--- src/rtl/icemem_button_capture_pkg.sv ---
// Shared definitions for the button capture block.
//   - register offsets (addr[7:0]) of the memory-mapped register file
//   - default value of addr[31:24] that selects the block
//   - debounce / press counter width
//   - popcount helper used to count simultaneous press events
package icemem_button_capture_pkg;

    localparam int         CNT_W            = 16;
    localparam logic [7:0] BASE_SEL_DEFAULT = 8'h08;

    localparam logic [7:0] ADDR_STATE     = 8'h00;
    localparam logic [7:0] ADDR_PRESS     = 8'h04;
    localparam logic [7:0] ADDR_RELEASE   = 8'h08;
    localparam logic [7:0] ADDR_IRQ_EN    = 8'h0C;
    localparam logic [7:0] ADDR_PRESS_CNT = 8'h10;

    function automatic logic [3:0] popcount8(input logic [7:0] v);
        logic [3:0] n;
        n = '0;
        for (int i = 0; i < 8; i++) begin
            n = n + {3'b000, v[i]};
        end
        return n;
    endfunction

endpackage

--- src/rtl/icemem_button_capture_if.sv ---
// picosoc iomem bus bundle.
//   iomem_valid  master->slave  request
//   iomem_ready  slave->master  one-cycle completion pulse
//   iomem_wstrb  master->slave  byte strobes, all zero = read
//   iomem_addr   master->slave  byte address
//   iomem_wdata  master->slave  write data
//   iomem_rdata  slave->master  read data, valid while iomem_ready is high
interface icemem_button_capture_if;
    logic        iomem_valid;
    logic        iomem_ready;
    logic [3:0]  iomem_wstrb;
    logic [31:0] iomem_addr;
    logic [31:0] iomem_wdata;
    logic [31:0] iomem_rdata;

    modport master (
        output iomem_valid, iomem_wstrb, iomem_addr, iomem_wdata,
        input  iomem_ready, iomem_rdata
    );

    modport slave (
        input  iomem_valid, iomem_wstrb, iomem_addr, iomem_wdata,
        output iomem_ready, iomem_rdata
    );
endinterface

--- src/rtl/icemem_button_capture_btn_debounce.sv ---
// Single-button debouncer: 2-flop synchronizer, 16-bit stability counter and
// the accepted (debounced) pressed state.
//   clk, reset     clock and synchronous active-high reset
//   btn_n          raw asynchronous pin, low = pressed
//   state          debounced pressed state (1 = pressed)
//   press_pulse    high in the cycle whose edge takes state 0->1
//   release_pulse  high in the cycle whose edge takes state 1->0
module btn_debounce
    import icemem_button_capture_pkg::*;
#(
    parameter int DEBOUNCE_CYCLES = 12000
) (
    input  logic clk,
    input  logic reset,
    input  logic btn_n,
    output logic state,
    output logic press_pulse,
    output logic release_pulse
);

    localparam logic [CNT_W-1:0] LIMIT = CNT_W'(DEBOUNCE_CYCLES - 1);

    // The pin is inverted on the way into the first flop so the synchronizer
    // holds pressed polarity and its reset value 0 means "released".
    logic             sync1_reg;
    logic             sync2_reg;
    // warm_reg fills with ones after reset; once warm_reg[1] is set, sync2_reg
    // holds a real pin sample rather than the reset value.
    logic [1:0]       warm_reg;
    // A button is only debounced once it has been seen released after reset,
    // so a button held through reset produces no press event.
    logic             armed_reg;
    logic [CNT_W-1:0] cnt_reg;
    logic [CNT_W-1:0] cnt_next;
    logic             state_reg;
    logic             state_next;

    always_ff @(posedge clk) begin
        if (reset) begin
            sync1_reg <= 1'b0;
            sync2_reg <= 1'b0;
            warm_reg  <= 2'b00;
            armed_reg <= 1'b0;
            cnt_reg   <= '0;
            state_reg <= 1'b0;
        end else begin
            sync1_reg <= ~btn_n;
            sync2_reg <= sync1_reg;
            warm_reg  <= {warm_reg[0], 1'b1};
            if (warm_reg[1] && !sync2_reg) begin
                armed_reg <= 1'b1;
            end
            cnt_reg   <= cnt_next;
            state_reg <= state_next;
        end
    end

    always_comb begin
        cnt_next      = cnt_reg;
        state_next    = state_reg;
        press_pulse   = 1'b0;
        release_pulse = 1'b0;
        if (!armed_reg) begin
            cnt_next   = '0;
            state_next = 1'b0;
        end else if (sync2_reg == state_reg) begin
            cnt_next = '0;
        end else if (cnt_reg == LIMIT) begin
            cnt_next      = '0;
            state_next    = sync2_reg;
            press_pulse   = sync2_reg;
            release_pulse = ~sync2_reg;
        end else begin
            cnt_next = cnt_reg + 1'b1;
        end
    end

    assign state = state_reg;

endmodule

--- src/rtl/icemem_button_capture.sv ---
// Button capture peripheral for picosoc iomem.
// Debounces NBTN active-low buttons, latches sticky press/release flags,
// counts press events and raises a level interrupt.
//   clk, reset  clock and synchronous active-high reset
//   btn_n       raw button pins, low = pressed
//   bus         iomem slave port (registers at addr[7:0], block at addr[31:24])
//   btn_state   debounced pressed state
//   irq         registered level interrupt
// Registers: 0x00 STATE RO, 0x04 PRESS W1C, 0x08 RELEASE W1C,
//            0x0C IRQ_EN RW ([NBTN-1:0] press, [NBTN+7:8] release),
//            0x10 PRESS_CNT RO, cleared by a write to it.
module icemem_button_capture
    import icemem_button_capture_pkg::*;
#(
    parameter int         NBTN            = 4,
    parameter int         DEBOUNCE_CYCLES = 12000,
    parameter logic [7:0] BASE_SEL        = BASE_SEL_DEFAULT
) (
    input  logic                     clk,
    input  logic                     reset,
    input  logic [NBTN-1:0]          btn_n,
    icemem_button_capture_if.slave   bus,
    output logic [NBTN-1:0]          btn_state,
    output logic                     irq
);

    logic [NBTN-1:0]  state_w;
    logic [NBTN-1:0]  press_p;
    logic [NBTN-1:0]  release_p;

    logic [NBTN-1:0]  press_reg;
    logic [NBTN-1:0]  release_reg;
    logic [NBTN-1:0]  en_press_reg;
    logic [NBTN-1:0]  en_release_reg;
    logic [CNT_W-1:0] press_cnt_reg;
    logic             ready_reg;
    logic [31:0]      rdata_reg;
    logic             irq_reg;

    logic             fire;
    logic             wr_en;
    logic [7:0]       off;
    logic [31:0]      rd_value;
    logic [NBTN-1:0]  clr_press;
    logic [NBTN-1:0]  clr_release;
    logic             unused_bits;

    generate
        for (genvar gi = 0; gi < NBTN; gi++) begin : g_btn
            btn_debounce #(
                .DEBOUNCE_CYCLES(DEBOUNCE_CYCLES)
            ) u_debounce (
                .clk          (clk),
                .reset        (reset),
                .btn_n        (btn_n[gi]),
                .state        (state_w[gi]),
                .press_pulse  (press_p[gi]),
                .release_pulse(release_p[gi])
            );
        end
    endgenerate

    // A request is accepted only while no completion is pending, so a master
    // holding iomem_valid sees exactly one ready pulse per access.
    assign fire  = bus.iomem_valid && !ready_reg && (bus.iomem_addr[31:24] == BASE_SEL);
    assign wr_en = fire && (bus.iomem_wstrb != 4'h0);
    assign off   = bus.iomem_addr[7:0];

    assign clr_press   = (wr_en && off == ADDR_PRESS && bus.iomem_wstrb[0])
                         ? bus.iomem_wdata[NBTN-1:0] : '0;
    assign clr_release = (wr_en && off == ADDR_RELEASE && bus.iomem_wstrb[0])
                         ? bus.iomem_wdata[NBTN-1:0] : '0;

    // Address bits above the register offset (below the select byte), the
    // upper strobes and the upper data byte carry no meaning here.
    assign unused_bits = &{1'b0, bus.iomem_addr[23:8], bus.iomem_wstrb[3:2],
                           bus.iomem_wdata};

    always_comb begin
        rd_value = '0;
        case (off)
            ADDR_STATE:     rd_value[NBTN-1:0] = state_w;
            ADDR_PRESS:     rd_value[NBTN-1:0] = press_reg;
            ADDR_RELEASE:   rd_value[NBTN-1:0] = release_reg;
            ADDR_IRQ_EN: begin
                rd_value[NBTN-1:0]  = en_press_reg;
                rd_value[NBTN+7:8]  = en_release_reg;
            end
            ADDR_PRESS_CNT: rd_value[CNT_W-1:0] = press_cnt_reg;
            default:        rd_value = '0;
        endcase
    end

    always_ff @(posedge clk) begin
        if (reset) begin
            press_reg      <= '0;
            release_reg    <= '0;
            en_press_reg   <= '0;
            en_release_reg <= '0;
            press_cnt_reg  <= '0;
            ready_reg      <= 1'b0;
            rdata_reg      <= '0;
            irq_reg        <= 1'b0;
        end else begin
            ready_reg <= fire;
            rdata_reg <= fire ? rd_value : 32'h0;

            // OR-ing the new events after the clear lets a same-cycle event win.
            press_reg   <= (press_reg & ~clr_press) | press_p;
            release_reg <= (release_reg & ~clr_release) | release_p;

            if (wr_en && off == ADDR_IRQ_EN) begin
                if (bus.iomem_wstrb[0]) en_press_reg   <= bus.iomem_wdata[NBTN-1:0];
                if (bus.iomem_wstrb[1]) en_release_reg <= bus.iomem_wdata[NBTN+7:8];
            end

            // A clearing write beats a simultaneous press event.
            if (wr_en && off == ADDR_PRESS_CNT) begin
                press_cnt_reg <= '0;
            end else begin
                press_cnt_reg <= press_cnt_reg + CNT_W'(popcount8(8'(press_p)));
            end

            irq_reg <= (|(press_reg & en_press_reg)) | (|(release_reg & en_release_reg));
        end
    end

    assign bus.iomem_ready = ready_reg;
    assign bus.iomem_rdata = rdata_reg;
    assign btn_state       = state_w;
    assign irq             = irq_reg;

endmodule

--- src/flat_wrapper.sv ---
// flat-port wrapper written by rule: the top's interface ports become plain ports
module icemem_button_capture_flat import icemem_button_capture_pkg::*;
#(
    parameter int         NBTN            = 4,
    parameter int         DEBOUNCE_CYCLES = 12000,
    parameter logic [7:0] BASE_SEL        = BASE_SEL_DEFAULT
)
  (clk, reset, btn_n, btn_state, irq, bus_iomem_valid, bus_iomem_wstrb, bus_iomem_addr, bus_iomem_wdata, bus_iomem_ready, bus_iomem_rdata);
  icemem_button_capture_if bus_i ();
  input  logic clk;
  input  logic reset;
  input  logic [NBTN-1:0] btn_n;
  output logic [NBTN-1:0] btn_state;
  output logic irq;
  input wire logic [$bits(bus_i.iomem_valid)-1:0] bus_iomem_valid;
  input wire logic [$bits(bus_i.iomem_wstrb)-1:0] bus_iomem_wstrb;
  input wire logic [$bits(bus_i.iomem_addr)-1:0] bus_iomem_addr;
  input wire logic [$bits(bus_i.iomem_wdata)-1:0] bus_iomem_wdata;
  output wire logic [$bits(bus_i.iomem_ready)-1:0] bus_iomem_ready;
  output wire logic [$bits(bus_i.iomem_rdata)-1:0] bus_iomem_rdata;
  assign bus_i.iomem_valid = bus_iomem_valid;
  assign bus_i.iomem_wstrb = bus_iomem_wstrb;
  assign bus_i.iomem_addr = bus_iomem_addr;
  assign bus_i.iomem_wdata = bus_iomem_wdata;
  assign bus_iomem_ready = bus_i.iomem_ready;
  assign bus_iomem_rdata = bus_i.iomem_rdata;
  icemem_button_capture #(.NBTN(NBTN), .DEBOUNCE_CYCLES(DEBOUNCE_CYCLES), .BASE_SEL(BASE_SEL)) u_core (.clk(clk), .reset(reset), .btn_n(btn_n), .bus(bus_i), .btn_state(btn_state), .irq(irq));
endmodule
--- config.mk ---
export PLATFORM = sky130hd
export DESIGN_NAME = icemem_button_capture_flat
export DESIGN_NICKNAME = d
export VERILOG_FILES = /design/src/rtl/icemem_button_capture_pkg.sv /design/src/rtl/icemem_button_capture_if.sv /design/src/rtl/icemem_button_capture_btn_debounce.sv /design/src/rtl/icemem_button_capture.sv /design/src/flat_wrapper.sv
export SDC_FILE = /design/constraint.sdc
export NUM_CORES = 1
export LEC_CHECK = 0
export CAP_MARGIN = 10
export CORE_ASPECT_RATIO = 1.25
export CORE_MARGIN = 2
export CORE_UTILIZATION = 45
export DETAILED_ROUTE_END_ITERATION = 16
export PLACE_DENSITY = 0.81
export SYNTH_ARGS = -nofsm -noshare
export SYNTH_HDL_FRONTEND = slang
export SYNTH_HIERARCHICAL = 1
export SYNTH_SLANG_ARGS = --single-unit
--- constraint.sdc ---
create_clock -name clk -period 4.1 [get_ports clk]
set_clock_uncertainty 0.2 [all_clocks]
set_input_delay 0.615 -clock clk [delete_from_list [all_inputs] [get_ports clk]]
set_output_delay 0.615 -clock clk [all_outputs]
set_load 0.02 [all_outputs]
## Yosys cells after proc, flatten, opt, wreduce, memory -nomap -nowiden

Index checks and enable logic that the tools add are counted.
W data, S select, Z words.

| word-level totals | value |
|---|---|
| output and inout bits | 38 |
| word-level logic and storage cells | 157 |
| bits in registers | 154 |

| operators by class | value |
|---|---|
| equality and inequality tests | 13 |
| bitwise operators | 27 |
| mux-type cells | 32 |
| reductions and logical operators | 39 |
| add/subtract/negate cells | 8 |

Operators with widths:

| cell | number |
|---|---|
| $add A16 B1 Y16 const B | 4 |
| $eq A16 B14 Y1 const B | 4 |
| $mux W1 | 28 |
| $eq A8 B4 Y1 const B | 3 |
| $reduce_or A4 Y1 | 6 |
| $pmux W4 S5 | 1 |
| $not A1 Y1 | 18 |
| $add A16 B4 Y16 | 1 |
| $and A4 B4 Y4 | 4 |
| $logic_and A1 B1 Y1 | 13 |
| $reduce_and A2 Y1 | 6 |
| $reduce_or A2 Y1 | 6 |
| $add A4 B1 Y4 | 2 |
| $eq A8 B3 Y1 const B | 1 |
| $eq A8 B5 Y1 const B | 1 |
| $logic_not A8 Y1 | 1 |
| $mux W4 | 2 |
| $not A4 Y4 | 2 |
| $or A4 B4 Y4 | 2 |
| $pmux W4 S2 | 1 |
| $logic_not A1 Y1 | 5 |
| $eq A1 B1 Y1 | 4 |
| $reduce_bool A4 Y1 | 1 |
| $reduce_or A3 Y1 | 1 |
| other kinds (2) | 2 |

## Logic depth before layout (Yosys ltp)

| depth | value |
|---|---|
| depth in word-level cells | 10 |
| gate-level depth with buffers | 13 |
| gate-level depth less buffers | 12 |

## Hierarchy

The synthesis kept the hierarchy.

Modules (own cells, without submodules):

| module | cells an instance | area an instance (sq um) | times used | seq. area each (sq um) |
|---|---|---|---|---|
| btn_debounce | 106 | 960.9 | 4 | 440.4 |
| icemem_button_capture | 261 | 2369.8 | 1 | 1001.0 |

## Worst setup path after synthesis

No wires, ideal clock.

| timing | value |
|---|---|
| kind | register to register |
| start point | reg u_core.g_btn[0].u_debounce.cnt_reg[0] |
| end point | reg u_core.press_cnt_reg[14] |
| clock period less this slack | 3.404 ns |
| data required time | 3.830 ns |
| slack | 0.696 ns |
| library setup time | 0.070 ns |
| stages on the path, launching flop included | 14 |
| arrival time | 3.134 ns |
| path through | dfxtp_1 ha_1 and4_2 buf_2 nand4_1 nor3_1 fa_1 fa_1 inv_1 fa_1 and4b_1 nand2_1 or3_1 a21oi_1 |

| between the ends | value |
|---|---|
| longest elaborated chain between the ends | 8 |

RTL lines:

| item | RTL line | text |
|---|---|---|
| start, declared | icemem_button_capture_btn_debounce.sv:33 | `logic [CNT_W-1:0] cnt_reg;` |
| start signal, assigned | icemem_button_capture_btn_debounce.sv:53 | `cnt_reg <= cnt_next;` |
| $eq A16 B14 Y1 | icemem_button_capture_btn_debounce.sv:68 | `end else if (cnt_reg == LIMIT) begin` |
| $mux W1 | icemem_button_capture_btn_debounce.sv:68 |  |
| $mux W1 | icemem_button_capture_btn_debounce.sv:66 | `end else if (sync2_reg == state_reg) begin` |
| $mux W1 | icemem_button_capture_btn_debounce.sv:63 | `if (!armed_reg) begin` |
| via u_core.press_p[0] | icemem_button_capture.sv:28 | `logic [NBTN-1:0] press_p;` |
| $add A1 B1 Y2 | icemem_button_capture_pkg.sv:21 | `n = n + {3'b000, v[i]};` |
| $add A4 B1 Y4 (2 in series) | icemem_button_capture_pkg.sv:21 |  |
| $add A16 B4 Y16 | icemem_button_capture.sv:121 | `press_cnt_reg <= press_cnt_reg + CNT_W'(popcount8(8'(press_p)));` |
| end signal, assigned | icemem_button_capture.sv:121 |  |
| end, declared | icemem_button_capture.sv:35 | `logic [CNT_W-1:0] press_cnt_reg;` |

The timed path passes the listed nets, and every way through them passes these cells.
A chain may end at the register's enable or synchronous reset.

## Worst setup path after layout

| timing | value |
|---|---|
| start point | reg u_core.g_btn[0].u_debounce.cnt_reg[8] |
| end point | reg u_core.press_cnt_reg[6] |

The elaborated chain is that of the path after synthesis.

==> Implementation_results.wiki <==
{| class="wikitable"
! Metric !! Value
|-
| Buffer cell driving the clock tree root || clkbuf_16
|-
| Number of synthesized register bits || 138
|-
| Unrepaired setup endpoints after global routing || no
|-
| Hold path depth || 1
|-
| Count of buffer and inverter cells on the critical path || 1
|-
| Diode insertion count for antenna repair || 0
|-
| Type of element launching the critical path || flip-flop
|-
| Register cell area after layout || 2760 µm²
|-
| Number of buffers created by CTS || 17
|-
| Placed Area || 6830 µm²
|-
| Critical Path Stages || 12
|-
| Die Area || 14,800 µm²
|-
| Max FFs per register || 64
|-
| Die outline width || 109 µm
|-
| Worst slew margin relative to its limit || 54.4%
|-
| Post-DP HPWL || 9120 µm
|-
| Ratio of total power to cell area || 386 nW/µm²
|-
| Proportion of layout cells with a drive suffix above 1 || 7.61%
|-
| CP endpoint kind || flip-flop
|-
| Number of core rows || 48
|-
| Area added between synthesis and finish || 18.8%
|-
| Pin count of the biggest net entering global routing || 31
|-
| Post-CTS Hold Fix Bufs || 0
|-
| Most frequent cells in the layout || dfxtp_1 (138), nor2_1 (97), clkdlybuf4s50_1 (55)
|-
| I/O pin count || 113
|-
| Most used DFF post-synth || dfxtp_1
|-
| Area of the core || 13,600 µm²
|-
| Count of maximum capacitance violations || 0
|-
| Antenna violations before repair || 0
|-
| Crit path top cell by count || fa_1
|-
| Hold WS || 233 ps
|-
| Share of async-settable or async-resettable flops after synthesis || 0%
|-
| Cell class contributing the biggest share of worst-path delay || simple AND/OR/NAND/NOR gates
|-
| Slowest-stage cell, CP || fa_1
|-
| Least-Margin Pin Slew || 678 ps
|-
| DRC violation total after the first TritonRoute iteration || 288
|-
| Weighted congestion at the end of routability-driven global placement || 0.846
|-
| Maximum frequency from static timing analysis || 0.263 GHz
|-
| Longest Clk Path Bufs || 2
|-
| Endpoints failing hold || 0
|-
| Drt pass-1 iters || 5
|-
| Number of inserted filler cells in the final layout || 1,194
|-
| Worst reg2reg path depth || 12
|-
| Clock Sink Count || 138
|-
| Insertion delay of the later-clocked pin in the worst-skew pair || 410 ps
|-
| Worst hold path type || reg -> reg
|-
| Number of gates resized after CTS || 0
|-
| Ordered cell list for the critical path || nor4b_1, and4_1, nand4_1, nor3_1, fa_1, fa_1, inv_1, fa_1, and4b_1, nand2_1, xor2_1, nor2_1
|-
| Routed WL || 13,000 µm
|-
| Most common library cell in the layout ignoring fill and taps || dfxtp_1
|-
| Y dimension of the die || 135 µm
|-
| Effective utilization at floorplan || 45.6%
|-
| # nets final || 820
|-
| Worst ir drop on vdd || 0.241 mV
|-
| First-pass GRT wire length || 21,800 µm
|-
| Final period util || 92.6%
|-
| Delay contributed by the slowest stage of the critical path || 530 ps
|-
| All-Layer GR Usage || 18.4%
|-
| Post-route cell area || 7380 µm²
|-
| Number of I/O port buffers || 56
|-
| Total number of yosys warnings || 6
|-
| Level count of the clock H-tree || 4
|-
| WP data arrival || 3880 ps
|-
| Grt total ovfl || 0
|-
| CTS tree || built
|-
| Leakage dissipation || 2.48 nW
|-
| Startpoint-to-endpoint class of the critical path || reg -> reg
|-
| Reg clk slew, reported paths || 50 ps
|-
| Critical Path RT || 4180 ps
|-
| Routed via count || 5,069
|-
| Multi-input combinational cell area || 3150 µm²
|-
| Syn_area_per_cell || 9.07 µm²
|-
| Via count of the first global-routing pass || 4,797
|-
| Final routed wire length divided by cell count || 14.1 µm
|-
| Synth cell types || 50
|-
| Number of slew-limit violations in the final report || 0
|-
| Outcome || completed
|-
| Area of the mapped netlist || 6210 µm²
|-
| Vias per cell || 5.49
|-
| Post-DRT Antenna Nets || 0
|-
| Setup Buffers After CTS || 0
|-
| Post-synthesis sequential area ratio || 44.5%
|-
| Final setup violation count || 0
|-
| Mapped Cells || 685
|-
| Post-layout min period || 3800 ps
|-
| Largest driver fanout on the critical path || 9
|-
| Number of synthesized flops with an enable pin || 0
|-
| Accumulated negative setup slack || 0 ps
|-
| Drt drc || 0
|}
[cells in the mapped netlist, types with 5 or more instances]
cell type,number,area share [%]
nor2b_1,9,0.91
xnor2_1,31,4.4
nor4_1,15,1.5
nand2b_1,5,0.50
xor2_1,37,5.2
nor3_1,15,1.2
or4_1,7,0.85
and4_1,17,2.4
buf_4,16,1.9
buf_2,14,1.1
a22oi_1,7,0.85
and2_1,6,0.60
nor2_1,97,5.9
nand2_1,32,1.9
a21oi_1,22,1.8
clkbuf_1,10,0.60
and3_1,14,1.4
nand4_1,32,3.2
inv_1,30,1.8
ha_1,5,1.0
nor3b_1,12,1.4
nand3_1,31,2.5
dfxtp_1,138,44
o31ai_1,5,0.60
o21ai_0,10,0.81
a311oi_1,8,1.1
or3_1,5,0.50
nor4b_1,8,1.1
[power by group]
part           internal [mW]  leakage (nW)  total, mW  switching, mW
sequential              1.35          1.12       1.36        0.00701
combinational         0.0400          1.09     0.0884         0.0484
clock                  0.872         0.269       1.40          0.532
total                   2.26          2.48       2.85          0.587
[path summary, 6_finish.rpt]
path	endpoint	slack (ps)	startpoint
max	u_core/press_cnt_reg[6]	300	u_core/g_btn[0].u_debounce/cnt_reg[8]
min	u_core/g_btn[2].u_debounce/sync2_reg	230	u_core/g_btn[2].u_debounce/sync1_reg
max reg2reg	u_core/press_cnt_reg[6]	300	u_core/g_btn[0].u_debounce/cnt_reg[8]
min reg2reg	u_core/g_btn[2].u_debounce/sync2_reg	230	u_core/g_btn[2].u_debounce/sync1_reg
[final cells by class]
class / instances / share of cell area [%]
clock inverters: 8 / 0.949
repair buffers: 60 / 7.93
multi-input cells: 490 / 42.7
well taps: 175 / 2.97
inverters: 30 / 1.53
flip-flops and latches: 138 / 37.4
clock buffers: 23 / 6.48
[cells by family after synthesis]
| kind of cell | count (synthesis) | share of synthesized area (%) |
|---|---|---|
| buffers and inverters | 72 | 5.72 |
| DFF | 138 | 44.5 |
| xor gates and xnor gates | 68 | 9.59 |
| other | 1 | 0.0604 |
| adders and majority gates | 8 | 1.97 |
| AOI/OAI and AO/OA | 63 | 6.73 |
| muxes | 8 | 1.37 |
| and+or+nand+nor | 327 | 30.1 |
[metrics by stage]
stage          std cells  power (mW)  worst slack [ps]  utilization [%]
2_1_floorplan        700        1.44               696                -
3_3_place_gp         893        1.47               504             50.1
3_5_place_dp         893        1.48               355             50.1
4_1_cts              924        2.88               324             54.1
5_1_grt              924        2.95               139             54.1
6_report             924        2.85               303             54.1
[per-layer routing]
layer	track usage, %	up-vias	routed length [µm]
li1	-	2496	-
met1	21.2	2408	5340
met2	32.3	143	6740
met3	3.08	22	663
met4	9.19	0	284
met5	0	-	0
(Power assumes the default switching activity.)
